===== src/rtl/upsampler_variable.sv =====
// -----------------------------------------------------------------------------
// upsampler_variable
//
// Runtime-programmable integer-rate upsampler. Each accepted input sample is
// expanded into R output samples. The first output is the sample itself. The
// remaining R-1 outputs are all-zero words when HOLD_MODE=0, which is
// zero-stuffing for CIC interpolator integrators. They are copies of the
// sample when HOLD_MODE=1, which is sample-and-hold. A rate word of 0 is
// treated as 1.
//
// Ports:
//   clk                 rising-edge clock
//   reset_n             asynchronous active-low reset
//   s_axis_in_*         input sample stream (tdata/tvalid/tready)
//   s_axis_rate_*       rate word R (tdata/tvalid). A load also flushes the
//                       datapath.
//   m_axis_out_*        output sample stream (tdata/tvalid registered, tready in)
// -----------------------------------------------------------------------------
module upsampler_variable #(
  parameter int DATA_WIDTH_INP  = 8,
  parameter int DATA_WIDTH_RATE = 16,
  parameter bit HOLD_MODE       = 1'b0
) (
  input  logic                       clk,
  input  logic                       reset_n,
  input  logic [DATA_WIDTH_INP-1:0]  s_axis_in_tdata,
  input  logic                       s_axis_in_tvalid,
  output logic                       s_axis_in_tready,
  input  logic [DATA_WIDTH_RATE-1:0] s_axis_rate_tdata,
  input  logic                       s_axis_rate_tvalid,
  output logic [DATA_WIDTH_INP-1:0]  m_axis_out_tdata,
  output logic                       m_axis_out_tvalid,
  input  logic                       m_axis_out_tready
);

  typedef enum logic {
    IDLE = 1'b0,
    EMIT = 1'b1
  } state_t;

  state_t                     state_q, state_d;
  logic [DATA_WIDTH_RATE-1:0] rate_q, rate_d;
  logic [DATA_WIDTH_RATE-1:0] phase_q, phase_d;
  logic [DATA_WIDTH_INP-1:0]  held_q, held_d;
  logic [DATA_WIDTH_INP-1:0]  out_data_q, out_data_d;
  logic                       out_valid_q, out_valid_d;

  logic [DATA_WIDTH_RATE-1:0] r_eff;
  logic                       last;
  logic                       in_xfer;
  logic                       out_xfer;

  assign r_eff    = (rate_q == '0) ? DATA_WIDTH_RATE'(1) : rate_q;
  assign last     = (phase_q == r_eff - DATA_WIDTH_RATE'(1));
  assign in_xfer  = s_axis_in_tvalid & s_axis_in_tready;
  assign out_xfer = out_valid_q & m_axis_out_tready;

  // A new sample can be taken when idle, or when the last phase of the current
  // sample leaves this cycle. This gives back-to-back samples with no bubble.
  // The ready output is gated with reset_n so that it is low for the whole
  // time reset is held, not only after the first clock edge.
  assign s_axis_in_tready = reset_n & ~s_axis_rate_tvalid &
                            ((state_q == IDLE) |
                             ((state_q == EMIT) & last & m_axis_out_tready));

  assign m_axis_out_tdata  = out_data_q;
  assign m_axis_out_tvalid = out_valid_q;

  always_comb begin
    state_d     = state_q;
    rate_d      = rate_q;
    phase_d     = phase_q;
    held_d      = held_q;
    out_data_d  = out_data_q;
    out_valid_d = out_valid_q;

    if (s_axis_rate_tvalid) begin
      // A rate load flushes everything. An output handshake in the same cycle
      // is ignored, so the pending sample is lost.
      rate_d      = s_axis_rate_tdata;
      state_d     = IDLE;
      phase_d     = '0;
      held_d      = '0;
      out_data_d  = '0;
      out_valid_d = 1'b0;
    end else if (in_xfer) begin
      // in_xfer can only occur in IDLE or on the last phase of EMIT.
      state_d     = EMIT;
      phase_d     = '0;
      held_d      = s_axis_in_tdata;
      out_data_d  = s_axis_in_tdata;
      out_valid_d = 1'b1;
    end else if ((state_q == EMIT) && out_xfer) begin
      if (!last) begin
        phase_d    = phase_q + DATA_WIDTH_RATE'(1);
        out_data_d = HOLD_MODE ? held_q : '0;
      end else begin
        state_d     = IDLE;
        phase_d     = '0;
        out_valid_d = 1'b0;
      end
    end
  end

  always_ff @(posedge clk or negedge reset_n) begin
    if (!reset_n) begin
      state_q     <= IDLE;
      rate_q      <= DATA_WIDTH_RATE'(1);
      phase_q     <= '0;
      held_q      <= '0;
      out_data_q  <= '0;
      out_valid_q <= 1'b0;
    end else begin
      state_q     <= state_d;
      rate_q      <= rate_d;
      phase_q     <= phase_d;
      held_q      <= held_d;
      out_data_q  <= out_data_d;
      out_valid_q <= out_valid_d;
    end
  end

endmodule


===== config.mk =====
export PLATFORM = sky130hd
export DESIGN_NAME = upsampler_variable
export DESIGN_NICKNAME = d
export VERILOG_FILES = /design/src/rtl/upsampler_variable.sv
export SDC_FILE = /design/constraint.sdc
export NUM_CORES = 1
export LEC_CHECK = 0
export CAP_MARGIN = 20
export CORE_ASPECT_RATIO = 0.7
export CORE_MARGIN = 8
export CORE_UTILIZATION = 49
export CTS_BUF_LIST = sky130_fd_sc_hd__clkbuf_2 sky130_fd_sc_hd__clkbuf_4 sky130_fd_sc_hd__clkbuf_8
export DETAILED_ROUTE_END_ITERATION = 10
export PLACE_DENSITY = 0.73
export SYNTH_ARGS = -nofsm -noshare
export SYNTH_HDL_FRONTEND = slang
export SYNTH_SLANG_ARGS = --single-unit

===== constraint.sdc =====
create_clock -name clk -period 6.1 [get_ports clk]
set_input_delay 1.83 -clock clk [delete_from_list [all_inputs] [get_ports clk]]
set_output_delay 1.83 -clock clk [all_outputs]
set_load 0.03 [all_outputs]

==> results of run 1 <==
[per-stage QoR]
stage	util, %	setup WS [ns]
final	60.8	0.250
after detailed placement	59.0	0.265
after global placement	59.0	0.440
after global routing	60.8	0.00556
after floorplan	-	0.412
after CTS	60.6	0.247
[kinds of logic (layout without fill, tap and decap cells)]
| logic type | after synthesis | after routing | share of synthesized area [%] |
|---|---|---|---|
| simple gates | 114 | 114 | 23.1 |
| buf+inv | 19 | 57 | 3.62 |
| flops | 41 | 41 | 38.6 |
| mux | 15 | 15 | 6.34 |
| compound gates | 58 | 58 | 15.6 |
| fa+ha+maj | 2 | 2 | 0.940 |
| xor+xnor | 36 | 36 | 11.8 |
[state kept, by name, indices dropped and copies added, names as in the netlist]
register           count
m_axis_out_tvalid      1
rate_q                16
m_axis_out_tdata       8
phase_q               16
[power by group through the flow]
stage / registers [W] / logic [W] / clock network [W]
5_1_grt: 0.000311 / 0.000133 / 0.000199
3_5_place_dp: 0.000313 / 0.000122 / 0
2_1_floorplan: 0.000308 / 0.0000794 / 0
3_3_place_gp: 0.000312 / 0.000120 / 0
6_report: 0.000308 / 0.000123 / 0.000182
4_1_cts: 0.000308 / 0.000123 / 0.000188
[worst max-delay path, cell delays in order, from the launching register on]
cell	delay, ns
dfrtp_1	0.47
or4_1	0.62
nor3_2	0.31
a21oi_1	0.11
ha_1	0.26
or3b_2	0.23
nor3_1	0.07
xnor2_1	0.22
nor4b_1	0.25
nand4b_1	0.16
nor4_2	0.29
a21oi_2	0.11
nor3b_1	0.19
clkdlybuf4s15_1	0.41
[per-layer routing]
| metal | share of wire (%) | track usage, % | wire, um |
|---|---|---|---|
| met4 | 1.3 | 5.76 | 85 |
| met3 | 7.3 | 3.96 | 491 |
| met1 | 49 | 23.0 | 3280 |
| met2 | 42 | 22.9 | 2830 |
| met5 | 0 | 0 | 0 |
[how the worst min path moves through the flow]
stage,startpoint,end,slack [ns],cells past startpoint
2_1_floorplan,rate_q[10]$_DFFE_PN0P_,rate_q[10]$_DFFE_PN0P_,0.52,1
3_3_place_gp,m_axis_out_tdata[6]$_DFFE_PN0P_,m_axis_out_tdata[6]$_DFFE_PN0P_,0.52,1
3_5_place_dp,m_axis_out_tdata[2]$_DFFE_PN0P_,m_axis_out_tdata[2]$_DFFE_PN0P_,0.52,1
4_1_cts,m_axis_out_tdata[5]$_DFFE_PN0P_,m_axis_out_tdata[5]$_DFFE_PN0P_,0.54,1
5_1_grt,m_axis_out_tdata[6]$_DFFE_PN0P_,m_axis_out_tdata[6]$_DFFE_PN0P_,0.56,1
6_report,m_axis_out_tdata[5]$_DFFE_PN0P_,m_axis_out_tdata[5]$_DFFE_PN0P_,0.54,1
[cells in the mapped netlist, types with 5 or more instances]
master,number
a21o_1,8
a21oi_1,22
a31o_2,8
and3_1,5
clkbuf_1,7
dfrtp_1,40
inv_1,6
mux2_2,15
nand2_1,31
nand3_1,8
nor2_1,30
nor3_1,7
nor4_1,6
xnor2_1,19
xor2_1,17
[cell type report]
type	instances	area, um^2	area share, %
multi-input cells	225	1540	48.4
clock buffers	6	76.3	2.40
flip-flops and latches	41	1030	32.3
clock inverters	2	10.0	0.315
inverters	6	22.5	0.709
well taps	72	90.1	2.83
repair buffers	43	413	13.0
[what timing repair did]
item | 4_1_cts | 5_1_grt
endpoints found under the setup margin | 1 | 1
cloned | 0 | 0
endpoints found under the hold margin | 0 | 0
resized for setup | 1 | 1
==> metrics.md, run 1 <==
| Metric | Value |
|---|---|
| Synth area leader | `dfrtp_1` |
| CTS tree | `done` |
| Worst-skew pair later-pin latency | `0.30 ns` |
| Final Hold Vio Count | `0` |
| Clock Power Share | `29.7%` |
| All-Layer GR Usage | `16.1%` |
| Overall routed net length | `6690 um` |
| Clock slew at reported path FFs | `0.08 ns` |
| Switch share | `29.6%` |
| CP Data Arrival Time | `4.02 ns` |
| Distinct cells, synth | `51` |
| Post-synth ARST share | `100%` |
| R2r worst-path depth | `12` |
| Pwr Total | `0.000613 W` |
| Worst hold margin | `0.544 ns` |
| Buffers on Ports | `38` |
| Pins Over Slew Limit | `0` |
| First-pass DRT Iterations | `4` |
| Ant diodes | `0` |
| Hold-fix buffers at CTS | `0` |
| Antenna violations before repair | `0` |
| Mapped Cells | `285` |
| Vias in the first global route | `2129` |
| Mean post-synth cell area | `9.34 um^2` |
| Max-Cap Viols | `0` |
| Core box area | `0.00523 mm^2` |
| Final GP Congestion | `0.899` |
| Reg-to-Reg Start | `rate_q[12]$_DFFE_PN0P_` |
| RSZ-0062 raised after global routing | `no` |
| Capturing point of the worst reg2reg path | `phase_q[7]$_DFFE_PN0P_` |
| Setup violations, final | `0` |
| Yosys warns | `0` |
| Period utilisation layout | `95.9%` |
| Root buffer cell | `clkbuf_8` |
| Fill count | `450` |
| Post-Syn Area | `0.00266 mm^2` |
| Routed length per instance | `16.9 um` |
| CP Data Required Time | `4.27 ns` |
| H-tree Lvls | `2` |
| Critical path capture point | `s_axis_in_tready` |
| Area of the die | `0.00809 mm^2` |
| GRT overflow | `0` |
| Final ANT Viol Nets | `0` |
| Most common cell after layout, fill and taps aside | `dfrtp_1` |
| CTS Buffer Depth | `2` |
| P&R area growth vs syn | `19.4%` |
| Int Pwr | `0.000431 W` |
| Most frequent cells in the layout | `40 x dfrtp_1, 36 x clkdlybuf4s50_1, 31 x nand2_1` |
| Die W | `104 um` |
| Setup_tns | `0 ns` |
| Finished Cell Area | `0.00318 mm^2` |
| Placed Instances | `386` |
| Post-DP HPWL | `4880 um` |
| Slew @ Worst Pin | `0.612 ns` |
| Switch Pwr | `0.000182 W` |
| First-pass GRT wire length | `10700 um` |
| Routed vias | `2305` |
| Sequential Power Share | `50.2%` |
| Hold WC Path Type | `reg2reg` |
| DRC viols | `0` |
| Die H | `77.7 um` |
| Clock buffer count from CTS | `5` |
| Worst-case clock skew | `0.00799 ns` |
| F_max | `171 MHz` |
| VDD IR-drop max | `0.0982 mV` |
| CP Launch Type | `register` |
| LEAKAGE | `1.30 nW` |
| I/O pin count | `39` |
| Pwr dens | `193 mW/mm^2` |
| Comb power frac | `20.0%` |
| Core Rows | `22` |
| Via/cell ratio | `5.84` |
| CP Class | `reg2out` |
| Initial Util | `50.9%` |
| Post-synth EDFFs | `0` |
| Internal reg-to-reg setup slack | `2.23 ns` |
| Top cell type's share of synthesized area | `37.6%` |
| Post-Syn Nets | `316` |
| Crit path time final | `5.85 ns` |
| Top FF cell, synth | `dfrtp_1` |
| Clock Sinks | `41` |
| Slew headroom | `59.1%` |
| Crit end category | `primary output` |
| Setup Fix Bufs, Post-CTS | `0` |
| CP max FO | `7` |
| Top post-synthesis cells by area | `dfrtp_1 38%, mux2_2 6.3%, xnor2_1 6.3%, xor2_1 5.6%, nand2_1 4.4%` |
| CP startpoint | `rate_q[12]$_DFFE_PN0P_` |
| Finished Layout Cells | `395` |
| Largest net degree at the start of global routing | `44` |
| Initial DRC Count | `189` |
| Nets | `353` |
| Number of synthesized register bits | `41` |
| Seq/Total Area, Yosys | `38.6%` |
| Status | `finished, final reports clean` |
| Post-DP Area | `0.00308 mm^2` |
| Share of cells above drive strength 1 | `16.1%` |
Power figures use the tool's default switching activity.
==> run 2, diff against run 1 <==
--- a/config.mk
+++ b/config.mk
@@ -8,10 +8,9 @@
 export CAP_MARGIN = 20
 export CORE_ASPECT_RATIO = 0.7
 export CORE_MARGIN = 8
-export CORE_UTILIZATION = 49
+export CORE_UTILIZATION = 25
 export CTS_BUF_LIST = sky130_fd_sc_hd__clkbuf_2 sky130_fd_sc_hd__clkbuf_4 sky130_fd_sc_hd__clkbuf_8
 export DETAILED_ROUTE_END_ITERATION = 10
-export PLACE_DENSITY = 0.73
 export SYNTH_ARGS = -nofsm -noshare
 export SYNTH_HDL_FRONTEND = slang
 export SYNTH_SLANG_ARGS = --single-unit
==> run 2 against run 1 <==
Effect of this change: hold slack gained 0.0012 ns; register-to-register slack worse by 0.18 ns; non-clock buffer count is 1 lower; die area increased by 76%; sequential share of layout area fell by 0.79 points; critical path depth did not move; via count fell by 0.13%; design area grew 2.5%; worst setup slack gained 0.15 ns; clock skew up 0.0025 ns; largest power group unchanged; highest routed layer unchanged.
==> metrics.md, run 2 (same netlist as run 1, synthesis figures left out) <==
| Metric | Value |
|---|---|
| Area of the die | `0.0143 mm^2 (+76%)` |
| Clock slew at reported path FFs | `0.08 ns (about the same)` |
| Worst-case clock skew | `0.0105 ns (+0.00248 ns)` |
| Setup Fix Bufs, Post-CTS | `0 (unchanged)` |
| Setup_tns | `0 ns (unchanged)` |
| Worst-skew pair later-pin latency | `0.31 ns (about the same)` |
| Largest net degree at the start of global routing | `32 (-27%)` |
| Critical path capture point | `s_axis_in_tready` |
| Hold-fix buffers at CTS | `0 (unchanged)` |
| Final ANT Viol Nets | `0 (unchanged)` |
| LEAKAGE | `1.30 nW (about the same)` |
| CTS Buffer Depth | `2 (unchanged)` |
| Internal reg-to-reg setup slack | `2.05 ns (-0.18 ns)` |
| Crit end category | `primary output` |
| Antenna violations before repair | `0 (unchanged)` |
| Via/cell ratio | `5.08 (-13%)` |
| VDD IR-drop max | `0.0739 mV (-25%)` |
| Die W | `139 um (+34%)` |
| P&R area growth vs syn | `22.4%` |
| Status | `finished, final reports clean` |
| Comb power frac | `18.6% (-1.4 points)` |
| Setup violations, final | `0 (unchanged)` |
| Final GP Congestion | `0.880 (-2.2%)` |
| Max-Cap Viols | `0 (unchanged)` |
| Pins Over Slew Limit | `0 (unchanged)` |
| Routed vias | `2302 (-0.13%)` |
| F_max | `175 MHz (+2.6%)` |
| Buffers on Ports | `38 (unchanged)` |
| Final Hold Vio Count | `0 (unchanged)` |
| Share of cells above drive strength 1 | `15.9% (-0.21 points)` |
| All-Layer GR Usage | `10.4% (-5.7 points)` |
| Slew headroom | `57.6% (-1.4 points)` |
| Crit path time final | `5.70 ns (-0.150 ns)` |
| Sequential Power Share | `47.9% (-2.3 points)` |
| Core Rows | `31 (+41%)` |
| Clock Power Share | `33.5% (+3.8 points)` |
| Period utilisation layout | `93.4% (-2.5 points)` |
| CTS tree | `done` |
| Pwr dens | `198 mW/mm^2 (+2.8%)` |
| First-pass DRT Iterations | `4 (unchanged)` |
| Root buffer cell | `clkbuf_8` |
| CP Data Arrival Time | `3.87 ns (-0.15 ns)` |
| R2r worst-path depth | `12 (unchanged)` |
| Core box area | `0.0104 mm^2 (+98%)` |
| Hold WC Path Type | `reg2reg` |
| Most frequent cells in the layout | `40 x dfrtp_1, 36 x clkdlybuf4s50_1, 31 x nand2_1` |
| Int Pwr | `0.000465 W (+7.9%)` |
| GRT overflow | `0 (unchanged)` |
| CP startpoint | `rate_q[12]$_DFFE_PN0P_` |
| Clock Sinks | `41 (unchanged)` |
| Switch Pwr | `0.000181 W (-0.55%)` |
| Initial Util | `25.7% (-25 points)` |
| Nets | `352 (-0.28%)` |
| Reg-to-Reg Start | `rate_q[12]$_DFFE_PN0P_` |
| CP Class | `reg2out` |
| Most common cell after layout, fill and taps aside | `dfrtp_1` |
| Routed length per instance | `15.8 um (-6.4%)` |
| Clock buffer count from CTS | `5 (unchanged)` |
| H-tree Lvls | `2 (unchanged)` |
| Post-DP HPWL | `5470 um (+12%)` |
| Capturing point of the worst reg2reg path | `m_axis_out_tdata[0]$_DFFE_PN0P_` |
| Worst hold margin | `0.545 ns (+0.00116 ns)` |
| Resized cells post-CTS | `0 (-1)` |
| Overall routed net length | `7180 um (+7.3%)` |
| Fill count | `1056 (+130%)` |
| CP max FO | `7 (unchanged)` |
| First-pass GRT wire length | `11900 um (+11%)` |
| Initial DRC Count | `152 (-20%)` |
| Slew @ Worst Pin | `0.633 ns (+0.0211 ns)` |
| DRC viols | `0 (unchanged)` |
| Vias in the first global route | `2246 (+5.5%)` |
| RSZ-0062 raised after global routing | `no` |
| I/O pin count | `39 (unchanged)` |
| Die H | `102 um (+32%)` |
| Switch share | `28.0% (-1.7 points)` |
| CP Data Required Time | `4.27 ns (about the same)` |
| Ant diodes | `0 (unchanged)` |
| CP Launch Type | `register` |
-- run 2: area by class of cell --
type	count	area [um^2]	area share [%]
Multi-Input combinational cell	225	1540	47.2
Sequential cell	41	1030	31.5
Timing Repair Buffer	42	400	12.3
Tap cell	132	165	5.07
Clock buffer	5	68.8	2.11
Clock inverter	2	35.0	1.08
Inverter	6	22.5	0.691
-- run 2: routing by layer --
metal / track usage, % / up-vias / wire (um)
met2: 14.9 / 69 / 2970
met4: 2.69 / 0 / 52
met1: 14.7 / 1132 / 3720
met3: 3.17 / 10 / 435
li1: - / 1091 / -
met5: 0 / - / 0
-- run 2: worst min-delay path by stage --
stage,start,endpoint,slack (ns),depth (start not counted)
global placement,m_axis_out_tdata[5]$_DFFE_PN0P_,m_axis_out_tdata[5]$_DFFE_PN0P_,0.52,1
global route,m_axis_out_tdata[3]$_DFFE_PN0P_,m_axis_out_tdata[3]$_DFFE_PN0P_,0.57,1
detailed placement,m_axis_out_tdata[1]$_DFFE_PN0P_,m_axis_out_tdata[1]$_DFFE_PN0P_,0.52,1
finish,m_axis_out_tdata[2]$_DFFE_PN0P_,m_axis_out_tdata[2]$_DFFE_PN0P_,0.55,1
CTS,m_axis_out_tdata[5]$_DFFE_PN0P_,m_axis_out_tdata[5]$_DFFE_PN0P_,0.55,1
floorplan,rate_q[10]$_DFFE_PN0P_,rate_q[10]$_DFFE_PN0P_,0.52,1
-- run 2: worst max-delay path, stage by stage, from the launching register on --
cell      delay, ns
dfrtp_1        0.48
or4_1          0.63
nor3_2         0.34
a21oi_1        0.13
ha_1           0.26
or3b_2         0.23
nor3_1         0.07
xnor2_1        0.22
nor4b_1        0.27
nand4b_1       0.15
nor4_2         0.28
a21oi_2        0.12
nor3b_1        0.19
buf_4          0.19
-- run 2: power groups by stage --
stage | Combinational (W) | Sequential, W | Clock, W
after CTS | 0.000121 | 0.000309 | 0.000225
after floorplan | 0.0000794 | 0.000308 | 0
after global placement | 0.000120 | 0.000313 | 0
after detailed placement | 0.000120 | 0.000314 | 0
final | 0.000120 | 0.000309 | 0.000216
after global routing | 0.000132 | 0.000313 | 0.000234
-- run 2: stage by stage --
stage,power [W],util [%],cells,worst slack (ns),instance area (um^2)
global route,0.000680,31.5,453,0.134,3260
floorplan,0.000388,-,285,0.412,2660
detailed placement,0.000435,30.4,445,0.779,3150
finish,0.000646,31.5,453,0.400,3260
global placement,0.000433,30.4,445,0.825,3150
CTS,0.000655,31.4,452,0.408,3250
==> run 3, diff against run 2 <==
--- a/config.mk
+++ b/config.mk
@@ -11,6 +11,8 @@
 export CORE_UTILIZATION = 25
 export CTS_BUF_LIST = sky130_fd_sc_hd__clkbuf_2 sky130_fd_sc_hd__clkbuf_4 sky130_fd_sc_hd__clkbuf_8
 export DETAILED_ROUTE_END_ITERATION = 10
+export GPL_ROUTABILITY_DRIVEN = 0
+export RECOVER_POWER = 50
 export SYNTH_ARGS = -nofsm -noshare
 export SYNTH_HDL_FRONTEND = slang
 export SYNTH_SLANG_ARGS = --single-unit
==> run 3 against run 2 <==
Effect of this change: the run now ends with capacitance limit, slew limit left; global-route usage shrank 0.094 points; clock power barely moved; cell count is 0.22% lower; utilization decreased by 0.097 points; critical path type unchanged; largest cell class unchanged; largest power group unchanged.
==> metrics.md, run 3 (same netlist as run 1, synthesis figures left out) <==
| Metric | Value |
|---|---|
| Status | `finished with violations` |
| Failing checks | `capacitance limit, slew limit` |
| Most common cell after layout, fill and taps aside | `dfrtp_1` |
| Post-DP HPWL | `5500 um (+0.55%)` |
| Root buffer cell | `clkbuf_8` |
| GRT overflow | `0 (unchanged)` |
| Pwr Total | `0.000648 W (+0.30%)` |
| Crit-path slowest cell | `or4_1` |
| CP Class | `reg2out` |
| Largest net degree at the start of global routing | `43 (+34%)` |
| Finished Layout Cells | `452 (-0.22%)` |
| Overall routed net length | `7320 um (+2.0%)` |
| Nets | `351 (-0.28%)` |
| Period utilisation layout | `92.7% (-0.77 points)` |
| Clock slew at reported path FFs | `0.08 ns (about the same)` |
| Slew @ Worst Pin | `1.71 ns (+1.08 ns)` |
| Vias in the first global route | `2194 (-2.3%)` |
| CP Cell Sequence | `or4_1, nor3_2, a21oi_1, ha_1, or3b_2, nor3_1, xnor2_1, nor4b_1, nand4b_1, nor4_2, a21oi_2, nor3b_1, buf_4` |
| RSZ-0062 raised after global routing | `no` |
| LEAKAGE | `1.29 nW (-0.82%)` |
| CP Data Arrival Time | `3.82 ns (-0.05 ns)` |
| DRC viols | `0 (unchanged)` |
| CP Launch Type | `register` |
| Initial DRC Count | `180 (+18%)` |
| Crit end category | `primary output` |
| Initial Util | `25.7% (unchanged)` |
| P&R area growth vs syn | `22.0%` |
| Most frequent cells in the layout | `40 x dfrtp_1, 35 x clkdlybuf4s50_1, 31 x nand2_1` |
| Top Family by Delay on Critical Path | `simple AND/OR/NAND/NOR gates` |
| Crit path buffers/inverters | `1 (unchanged)` |
| Crit path time final | `5.65 ns (-0.0470 ns)` |
| Setup_tns | `0 ns (unchanged)` |
| Register area | `0.00103 mm^2 (unchanged)` |
| Slew headroom | `-14.3% (-72 points)` |
| Worst hold margin | `0.542 ns (-0.00397 ns)` |
| H-tree Lvls | `2 (unchanged)` |
| Die H | `102 um (unchanged)` |
| First-pass GRT wire length | `11600 um (-2.3%)` |
| Final ANT Viol Nets | `0 (unchanged)` |
| Antenna violations before repair | `0 (unchanged)` |
| CTS tree | `done` |
| CP Data Required Time | `4.27 ns (about the same)` |
| Die W | `139 um (unchanged)` |
| Max-Cap Viols | `1 (+1)` |
| Via/cell ratio | `5.01 (-1.5%)` |
| Worst Setup Slack, final | `0.447 ns (+0.0470 ns)` |
| Hold WC Path Type | `reg2reg` |
| Pins Over Slew Limit | `32 (+32)` |
| CTS Buffer Depth | `2 (unchanged)` |
| Pwr dens | `199 mW/mm^2 (+0.61%)` |
| Resized cells post-CTS | `0 (unchanged)` |
| Routed length per instance | `16.2 um (+2.2%)` |
| Buffers on Ports | `38 (unchanged)` |
| All-Layer GR Usage | `10.3% (-0.094 points)` |
| Largest stage delay on the critical path | `0.62 ns (about the same)` |
| Placed Instances | `445 (unchanged)` |
| Hold-fix buffers at CTS | `0 (unchanged)` |
| F_max | `177 MHz (+0.83%)` |
| Clock Sinks | `41 (unchanged)` |
| Ant diodes | `0 (unchanged)` |
| Placement Setup Slack | `0.830 ns (+0.0508 ns)` |
| Worst-skew pair later-pin latency | `0.31 ns (about the same)` |
| Setup violations, final | `0 (unchanged)` |
| Share of cells above drive strength 1 | `15.0% (-0.89 points)` |
| Footprint of the multi-input gates | `0.00154 mm^2 (unchanged)` |
| Worst-case clock skew | `0.0104 ns (-0.0000402 ns)` |
| Fill count | `1052 (-0.38%)` |
| CP max FO | `7 (unchanged)` |
| Area of the die | `0.0143 mm^2 (unchanged)` |
| Final Hold Vio Count | `0 (unchanged)` |
| VDD IR-drop max | `0.0724 mV (-2.1%)` |
| Core Rows | `31 (unchanged)` |
| Core box area | `0.0104 mm^2 (unchanged)` |
| Routed vias | `2263 (-1.7%)` |
| Clock buffer count from CTS | `5 (unchanged)` |
| First-pass DRT Iterations | `4 (unchanged)` |
| I/O pin count | `39 (unchanged)` |
| Setup Fix Bufs, Post-CTS | `0 (unchanged)` |
## run 3: cell types whose count changed in the layout (fill, tap and decap cells not counted)
| cell | change |
|---|---|
| clkbuf_2 | -1 |
| clkbuf_1 | +2 |
| buf_2 | -1 |
| clkdlybuf4s50_1 | -1 |
| dlygate4sd3_1 | +1 |
| buf_4 | -1 |
## run 3: where the power goes
part | total (W) | switching [W] | internal, W
registers | 0.000310 | 0.0000240 | 0.000286
logic | 0.000121 | 0.0000605 | 0.0000605
clock network | 0.000217 | 0.0000983 | 0.000119
total | 0.000648 | 0.000183 | 0.000465
## run 3: worst reg2reg max path, stage by stage, from the launching register on
cell	delay [ns]
dfrtp_1	0.47
or4_1	0.62
nor3_2	0.34
a21oi_1	0.12
ha_1	0.33
xnor2_1	0.13
a21oi_1	0.14
nand4b_1	0.19
nor4_1	0.29
nand4b_1	0.14
or4b_4	0.59
nor3_4	0.39
a21o_1	0.20
## run 3: path summary, 6_finish.rpt
path                                            startpoint  depth (start not counted)                              end  slack, ns
setup / recovery                    rate_q[12]$_DFFE_PN0P_                         13                 s_axis_in_tready       0.45
hold / removal             m_axis_out_tdata[3]$_DFFE_PN0P_                          1  m_axis_out_tdata[3]$_DFFE_PN0P_       0.54
setup reg to reg                    rate_q[12]$_DFFE_PN0P_                         12  m_axis_out_tdata[0]$_DFFE_PN0P_       2.11
hold reg to reg            m_axis_out_tdata[3]$_DFFE_PN0P_                          1  m_axis_out_tdata[3]$_DFFE_PN0P_       0.54
max in group asynchronous                          reset_n                          2            rate_q[0]$_DFFE_PN1P_       3.89
min in group asynchronous                          reset_n                          2    m_axis_out_tvalid$_DFFE_PN0P_       1.83
## run 3: layout make-up
cell class	count	share of cell area, %
Multi-Input combinational cell	225	47.4
Sequential cell	41	31.6
Timing Repair Buffer	41	12.0
Tap cell	132	5.08
Clock buffer	5	2.12
Clock inverter	2	1.08
Inverter	6	0.693
## run 3: per-layer routing
metal  track usage (%)  up-vias  share of wire (%)
met5                 0        -                  0
met4              2.77        0               0.97
met3              3.17       10                6.5
met2              14.9       57                 42
met1              14.4     1109                 51
li1                  -     1087                  -
## run 3: through the flow
stage | cell area [um^2] | utilization, %
floorplan | 2660 | -
global placement | 3150 | 30.4
detailed placement | 3150 | 30.4
CTS | 3250 | 31.4
global route | 3250 | 31.4
finish | 3250 | 31.4
==> RTL edit (config.mk and constraints of run 2) <==
`DATA_WIDTH_INP`: 8 -> 6.
--- a/src/rtl/upsampler_variable.sv
+++ b/src/rtl/upsampler_variable.sv
@@ -18,5 +18,5 @@
 // -----------------------------------------------------------------------------
 module upsampler_variable #(
-  parameter int DATA_WIDTH_INP  = 8,
+  parameter int DATA_WIDTH_INP  = 6,
   parameter int DATA_WIDTH_RATE = 16,
   parameter bit HOLD_MODE       = 1'b0
Interface: changed (resized m_axis_out_tdata and s_axis_in_tdata); port bits go from 39 to 35. No check against the original RTL was run, so the function may have changed too.
==> RTL edit against run 2 <==
Wire length is 23% lower; fmax is 2.8% lower; worst hold slack worse by 37 ps; total power is 3.6% lower; sequential cell count is 2 lower; critical path depth is 1 lower; non-clock buffer count is 5 lower; design area is 12% lower; worst setup slack worse by 170 ps; area after synthesis is 16% lower; sequential share of layout area is 2.6 points higher; highest routed layer unchanged.
==> RTL edit: results (changes against run 2) <==
[run_status]
status=finished, final reports clean  ; unchanged

[global_routing]
track_usage_pct=9.382  ; was 10.40%
grt_pass1_wl_um=9218  ; was 11,870 µm
grt_pass1_vias=1763  ; was 2,246
grtUsageMet2_pct=13.05  ; was 14.85%
grtUsageMet1_pct=13.77  ; was 14.74%
grt_max_degree=41  ; was 32
use_met3_pct=3.128  ; was 3.173%

[logic_synthesis]
ys_warn_count=0  ; unchanged
syn_inst=218  ; was 285
synth_area_leaders=dfrtp_1 42%, xor2_1 7.4%, mux2_2 7.0%  ; was dfrtp_1 38%, mux2_2 6.3%, xnor2_1 6.3%
ys_seq_area_share_pct=43.51  ; was 38.58%
yosysUniqueCellTypes=46  ; was 51
synth_common_cells=38 x dfrtp_1, 23 x nor2_1, 19 x nand2_1, 19 x xor2_1, 14 x mux2_2  ; was 40 x dfrtp_1, 31 x nand2_1, 30 x nor2_1, 22 x a21oi_1, 19 x xnor2_1
syn_nets=247  ; was 316

[final_layout]
fin_nets=284  ; was 352
drive_above_1_share_pct=15.63  ; was 15.89%
antenna_cells=0  ; unchanged
final_cells=380  ; was 453

[clock_tree]
cts_buffer_depth=2  ; unchanged
clk_latency_ps=310  ; about the same
path_clk_slew_ps=90
tritoncts.num_buffers=5  ; unchanged
htree_levels=2  ; unchanged
clockRootBuffer=clkbuf_8  ; unchanged

[drt]
viasPerCell=4.658  ; was 5.082
drt_wl_total_um=5505  ; was 7178 µm
first_iter_violations=130  ; was 152
first_pass_iters=4  ; unchanged

[pwr]
p_leak_nw=1.061  ; was 1.302 nW
peakVddDrop_uv=90.64  ; was 73.94 µV

[setup_path]
r2r-start=rate_q[12]  ; unchanged
r2r_cells=11  ; was 12
r2r-end=phase_q[4]  ; was m_axis_out_tdata[0]
crit_path_end=s_axis_in_tready  ; unchanged
crit_type=flip-flop to output pin  ; unchanged
crit_fanout=7  ; unchanged
cp.arrival_ps=4040  ; was 3870 ps
rrSetupSlack_ps=2500  ; was 2050 ps

[sta]
period_needed_ps=5867  ; was 5700 ps
clock_skew_ps=18.91  ; was 10.48 ps
timing.hold.ws_ps=508.5  ; was 545.5 ps
slew_headroom_pct=58.30  ; was 57.64%

[place]
gp_congestion=0.8224  ; was 0.8799
io_buffers=34  ; was 38
dp_slack_ps=481.3  ; was 778.8 ps
dpl.cell_count=372  ; was 445
hpwlAfterDp_um=4109  ; was 5470 µm

[hold_path]
holdCritStartpoint=m_axis_out_tdata[0]  ; was m_axis_out_tdata[2]
hold_path_end=m_axis_out_tdata[0]  ; was m_axis_out_tdata[2]

RTL edit: cell families after synthesis:
group                      synth area share (%)
AOI/OAI and AO/OA                         12.70
DFF                                       43.51
muxes                                     7.465
buffers and inverters                     2.117
xor gates and xnor gates                  12.48
adders and majority gates                 1.114
and+or+nand+nor                           20.61
RTL edit: report_power, final:
part	internal [mW]	switching [mW]
registers	0.272	0.0242
clock network	0.123	0.102
logic	0.0517	0.0499
total	0.447	0.176
RTL edit: repair_timing:
action	4_1_cts	5_1_grt
hold buffers	0	0
setup buffers	0	0
resized for setup	0	3
endpoints found under the setup margin	0	1
RTL edit: layout make-up:
type	count	area (µm²)
Clock buffer	5	68.82
Timing Repair Buffer	37	357.8
Sequential cell	39	977.2
Fill cell	916	6025
Tap cell	124	155.1
Inverter	5	18.77
Multi-Input combinational cell	167	1241
Clock inverter	3	46.29
RTL edit: worst max-delay path, cell delays in order, from the launching register on:
cell             delay [ps]
dfrtp_1                 460
nor4_4                  480
a41oi_1                 270
ha_1                    280
nor3b_2                 200
a311o_1                 360
o21ai_0                  80
nand3_1                 110
nor4_2                  400
nand3_2                 160
nand2_1                 110
and3_1                  160
clkdlybuf4s50_1         670
RTL edit: through the flow:
| stage | cell area [µm²] | power (mW) |
|---|---|---|
| finish | 2865 | 0.6230 |
| global route | 2865 | 0.6535 |
| CTS | 2845 | 0.6286 |
| detailed placement | 2730 | 0.4004 |
| global placement | 2730 | 0.3994 |
| floorplan | 2246 | 0.3557 |
RTL edit: metal layers:
layer | part of all wire (%) | vias up
li1 | - | 869
met1 | 52 | 829
met2 | 40 | 63
met3 | 7.2 | 9
met4 | 0.76 | 0
met5 | 0 | -
